--- src/rtl/clock_ctrl_pkg.sv ---
// clock_ctrl_pkg: shared state encodings and stop-cause codes for the clock controller
package clock_ctrl_pkg;

    typedef enum logic [1:0] {
        ST_IDLE = 2'd0,
        ST_RUN  = 2'd1,
        ST_STEP = 2'd2
    } state_t;

    localparam logic [1:0] CAUSE_NONE  = 2'd0;
    localparam logic [1:0] CAUSE_HALT  = 2'd1;
    localparam logic [1:0] CAUSE_LIMIT = 2'd2;
    localparam logic [1:0] CAUSE_HLT   = 2'd3;

endpackage

--- src/rtl/sat_counter.sv ---
// sat_counter: up-counter that sticks at all-ones; clear beats increment
module sat_counter #(
    parameter int WIDTH = 32
) (
    input  logic             clk,
    input  logic             rst_n,
    input  logic             inc,
    input  logic             clr,
    output logic [WIDTH-1:0] count
);

    logic [WIDTH-1:0] count_q, count_d;

    // next count: clear first, otherwise increment unless already saturated
    always_comb begin
        count_d = clr ? '0 : (inc && !(&count_q)) ? count_q + WIDTH'(1) : count_q;
    end

    // count register
    always_ff @(posedge clk or negedge rst_n) begin
        if (!rst_n) count_q <= '0;
        else        count_q <= count_d;
    end

    assign count = count_q;

endmodule

--- src/rtl/clock_control.sv ---
// clock_control: run/step/halt controller producing a registered core clock enable
module clock_control
    import clock_ctrl_pkg::*;
#(
    parameter int CNT_W = 32,
    parameter int LIM_W = 16
) (
    input  logic             clk,
    input  logic             rst_n,
    input  logic             start,
    input  logic             step,
    input  logic             halt,
    input  logic             halt_instr,
    input  logic [LIM_W-1:0] cycle_limit,
    input  logic             clear_count,
    output logic             clock_enable,
    output logic             busy,
    output logic             done,
    output logic [1:0]       stop_cause,
    output logic [CNT_W-1:0] cycle_count
);

    state_t           state_q, state_d;
    logic [LIM_W-1:0] lim_q, lim_d;
    logic [LIM_W-1:0] run_q, run_d;
    logic [1:0]       cause_q, cause_d;
    logic             ce_q, ce_d;
    logic             done_q, done_d;

    // next state: IDLE accepts commands (halt masks all), RUN stops on halt > HLT > limit
    always_comb begin
        state_d = state_q;
        lim_d   = lim_q;
        run_d   = run_q;
        cause_d = cause_q;
        case (state_q)
            ST_IDLE: begin
                if (!halt && step) begin
                    state_d = ST_STEP;
                    cause_d = CAUSE_NONE;
                end else if (!halt && start) begin
                    state_d = ST_RUN;
                    lim_d   = cycle_limit;
                    run_d   = '0;
                    cause_d = CAUSE_NONE;
                end
            end
            ST_STEP: state_d = ST_IDLE;
            ST_RUN: begin
                run_d = run_q + LIM_W'(1);
                if (halt) begin
                    state_d = ST_IDLE;
                    cause_d = CAUSE_HALT;
                end else if (halt_instr) begin
                    state_d = ST_IDLE;
                    cause_d = CAUSE_HLT;
                end else if (lim_q != '0 && run_q == lim_q - LIM_W'(1)) begin
                    state_d = ST_IDLE;
                    cause_d = CAUSE_LIMIT;
                end
            end
            default: state_d = ST_IDLE;
        endcase
        ce_d   = state_d != ST_IDLE;
        done_d = state_q != ST_IDLE && state_d == ST_IDLE;
    end

    // control registers; reset drops the enable immediately and suppresses done
    always_ff @(posedge clk or negedge rst_n) begin
        if (!rst_n) begin
            state_q <= ST_IDLE;
            lim_q   <= '0;
            run_q   <= '0;
            cause_q <= CAUSE_NONE;
            ce_q    <= 1'b0;
            done_q  <= 1'b0;
        end else begin
            state_q <= state_d;
            lim_q   <= lim_d;
            run_q   <= run_d;
            cause_q <= cause_d;
            ce_q    <= ce_d;
            done_q  <= done_d;
        end
    end

    sat_counter #(.WIDTH(CNT_W)) u_cnt (
        .clk   (clk),
        .rst_n (rst_n),
        .inc   (ce_q),
        .clr   (clear_count),
        .count (cycle_count)
    );

    assign clock_enable = ce_q;
    assign busy         = state_q != ST_IDLE;
    assign done         = done_q;
    assign stop_cause   = cause_q;

endmodule

--- config.mk ---
export PLATFORM = sky130hd
export DESIGN_NAME = clock_control
export DESIGN_NICKNAME = d
export VERILOG_FILES = /design/src/rtl/clock_ctrl_pkg.sv /design/src/rtl/sat_counter.sv /design/src/rtl/clock_control.sv
export SDC_FILE = /design/constraint.sdc
export NUM_CORES = 1
export LEC_CHECK = 0
export ABC_AREA = 1
export CAP_MARGIN = 20
export CORE_MARGIN = 2
export CORE_UTILIZATION = 55
export DETAILED_ROUTE_END_ITERATION = 7
export GPL_TIMING_DRIVEN = 0
export MAX_ROUTING_LAYER = met4
export PLACE_DENSITY = 0.88
export REMOVE_ABC_BUFFERS = 1
export SYNTH_ARGS = -nofsm -noshare
export SYNTH_HDL_FRONTEND = slang
export SYNTH_SLANG_ARGS = --single-unit
--- constraint.sdc ---
create_clock -name clk -period 2.2 [get_ports clk]
set_input_delay 0.22 -clock clk [delete_from_list [all_inputs] [get_ports clk]]
set_output_delay 0.22 -clock clk [all_outputs]
set_load 0.1 [all_outputs]
==> flow_metrics.env <==
export IMPL_maxCapViolations=0
export IMPL_synth_ff_latch_count=70
export IMPL_ys_warn_count=0
export IMPL_irDropWorstVdd_mv=0.483
export IMPL_seq_power_share_pct=45.7
export IMPL_cts_tree="done"
export IMPL_p_sw_share_pct=34.1
export IMPL_io_pins=60
export IMPL_hpwlAfterDp_mm=7.50
export IMPL_setup_viol=0
export IMPL_powerDensity_nw_per_um2=641
export IMPL_timing_final_crit_share_pct=98.3
export IMPL_min_path_type="in -> async"
export IMPL_async_reset_ff_share_pct=100
export IMPL_grt_overflow=0
export IMPL_ant_nets=0
export IMPL_antenna_found_initial=0
export IMPL_maxSlewHeadroom_pct=35.0
export IMPL_drive_gt1_share_pct=9.88
export IMPL_die_h_microns=91.9
export IMPL_synth_edf_count=0
export IMPL_h_tree_depth=3
export IMPL_synthToLayoutAreaGrowth_pct=21.0
export IMPL_final_cells=750
export IMPL_ys_seq_area_share_pct=41.2
export IMPL_port_buffers=59
export IMPL_fin_nets=669
export IMPL_antenna_cells=0
export IMPL_wl_mm=10.1
export IMPL_synth_top_cell_by_area="dfrtp_1"
export IMPL_arrival_ps=1940
export IMPL_cts_root_buffer="clkbuf_8"
export IMPL_vias_per_cell=5.49
export IMPL_slowest_delay_ps=1170
export IMPL_clock_skew_ps=11.8
export IMPL_status="complete, but fails checks"
export IMPL_core_rowCount=32
export IMPL_critPathBufInv=1
export IMPL_fmax_mhz=462
export IMPL_p_clk_share_pct=31.0
export IMPL_end_kind="output pin"
export IMPL_final_cell_area_sq_um=5140
export IMPL_ys_flop_type="dfrtp_1"
export IMPL_netSwitchingPower_mw=1.12
export IMPL_ctsHoldBuffers=0
export IMPL_leakage_nw=2.46
export IMPL_cp_top_family="buffers and inverters"
export IMPL_post_route_drc_count=0
export IMPL_worstMarginPinSlew_ps=971
export IMPL_initial_utilization_pct=55.9
export IMPL_dp_cells=734
export IMPL_combPwrFrac_pct=23.3
export IMPL_required_ps=1980
export IMPL_drtIter0Drc=281
export IMPL_grt_max_degree=71
export IMPL_holdWs_ps=-30.9
export IMPL_vias=4121
export IMPL_grt_pass1_wl_mm=17.5
export IMPL_hold_viol=18
export IMPL_clock_sinks=70
export IMPL_clock_path_buffers=2
export IMPL_final_util_pct=67.6
export IMPL_synth_area_top_cells="dfrtp_1 41%, nand2_1 14%, inv_1 5.7%, nor2_1 5.7%, nand3_1 4.5%"
export IMPL_place_area_sq_um=4930
export IMPL_cts_buffers=9
export IMPL_synth_top_area_share_pct=41.2
export IMPL_wl_per_cell_microns=13.5
export IMPL_critPathMaxFanout=4
export IMPL_fp_coreArea_sq_um=7610
export IMPL_crit_type="reg -> out"
export IMPL_synthesis_area_sq_um=4250
export IMPL_cts_setup_buffers=0
export IMPL_dieArea_sq_um=8450
export IMPL_drv_slew=0
export IMPL_critPathLaunchType="flop"
export IMPL_synthDistinctLibCells=40
export IMPL_die_x_microns=91.9
export IMPL_internal_power_mw=2.17
export IMPL_synth_cells=581
export IMPL_avgSynthCellArea_sq_um=7.32
export IMPL_gp_congestion=0.903
export IMPL_crit_chain="clkdlybuf4s50_1"
export IMPL_tns_ps=0
export IMPL_rsz0062_at_grt="false"
export IMPL_violations="negative hold slack"
export IMPL_crit_slowest_cell="clkdlybuf4s50_1"
export IMPL_fillers=631
export IMPL_dr_pass1_iters=5
export IMPL_track_usage_pct=26.4
export IMPL_insertion_delay_ps=350
export IMPL_clk_pin_slew_worst_paths_ps=70
export IMPL_grt_pass1_vias=3922
export IMPL_period_needed_ps=2160
## final timing paths
path	from	end	slack, ps	depth (start not counted)
max	u_cnt.count[13]	cycle_count[13]	40	1
min	rst_n	u_cnt.count[2]	-30	1
max reg2reg	u_cnt.count[1]	u_cnt.count[27]	220	12
min reg2reg	stop_cause[1]	stop_cause[1]	490	2
max in group asynchronous	rst_n	u_cnt.count[7]	1610	1
min in group clk	cycle_limit[13]	lim_q[13]	410	3
## per-layer routing
metal / global-route usage [%] / up-vias / part of all wire [%]
met4: 9.83 / 0 / 1.6
met5: - / - / 0
met3: 3.86 / 19 / 5.9
met1: 34.0 / 1940 / 44
li1: - / 2009 / -
met2: 42.6 / 153 / 48
## layout by cell type (no fill, tap or decap), types with 6 or more instances in the layout
cell type / count
nand3_1: 38
nor4_1: 6
inv_1: 64
nor3_1: 6
nand4_1: 14
dlymetal6s2s_1: 6
nor2_2: 6
dlygate4sd2_1: 6
inv_2: 10
nand2_1: 160
clkbuf_8: 9
nand2_2: 9
nor2_1: 65
o21ai_0: 27
dfrtp_1: 70
o21ai_1: 15
nor3_2: 7
a21oi_1: 21
clkdlybuf4s50_1: 46
xor2_1: 16
## Yosys cell counts (2+ instances only)
cell type / n
inv_2: 9
o21ai_1: 15
nor2_2: 7
ha_1: 3
nand2_2: 9
nor2_4: 3
a21oi_1: 21
xnor2_1: 3
clkbuf_1: 6
o21ai_0: 27
nand2_1: 160
o22ai_1: 4
nor3_4: 3
nand4_1: 14
inv_1: 65
dfrtp_1: 70
nand3_1: 38
nand3b_1: 4
a31oi_1: 2
nand3_2: 3
nor4_1: 6
nor2_1: 65
nor3_1: 6
xor2_1: 16
nor3_2: 7
## sequential cells by signal, summed over array words and instances (netlist names)
name,cells
done,1
clock_enable,1
u_cnt.count,32
state_q,2
lim_q,16
run_q,16
stop_cause,2
## final cells by class
class / count / area, sq um / area share, %
Multi-Input combinational cell: 427 / 2190 / 42.6
Sequential cell: 70 / 1750 / 34.1
Timing Repair Buffer: 59 / 596 / 11.6
Inverter: 76 / 288 / 5.60
Clock buffer: 10 / 128 / 2.48
Tap cell: 102 / 128 / 2.48
Clock inverter: 6 / 62.6 / 1.22
## power by group through the flow
stage	logic, mW	registers [mW]	clock network (mW)
after floorplan	0.477	1.57	0
after global placement	0.728	1.52	0
after detailed placement	0.750	1.52	0
after CTS	0.750	1.50	1.03
after global routing	0.867	1.52	1.10
final	0.767	1.51	1.02
## cells by family after synthesis
logic type	share of synthesized area (%)
muxes	0.236
xor gates and xnor gates	3.92
and+or+nand+nor	36.8
adders and majority gates	0.883
AOI/OAI and AO/OA	9.27
buffers and inverters	7.68
DFF	41.2
## through the flow
| stage | power, mW | setup slack, ps |
|---|---|---|
| final | 3.29 | 37.0 |
| after CTS | 3.28 | 4.04 |
| after floorplan | 2.05 | -318 |
| after detailed placement | 2.27 | -459 |
| after global placement | 2.25 | -1440 |
| after global routing | 3.48 | 2.39 |
## repair_timing
action / CTS / global route
hold endpoints to repair: 0 / 0
endpoints found under the setup margin: 7 / 11
gates resized for setup: 7 / 9
Power figures use the tool's default switching activity.
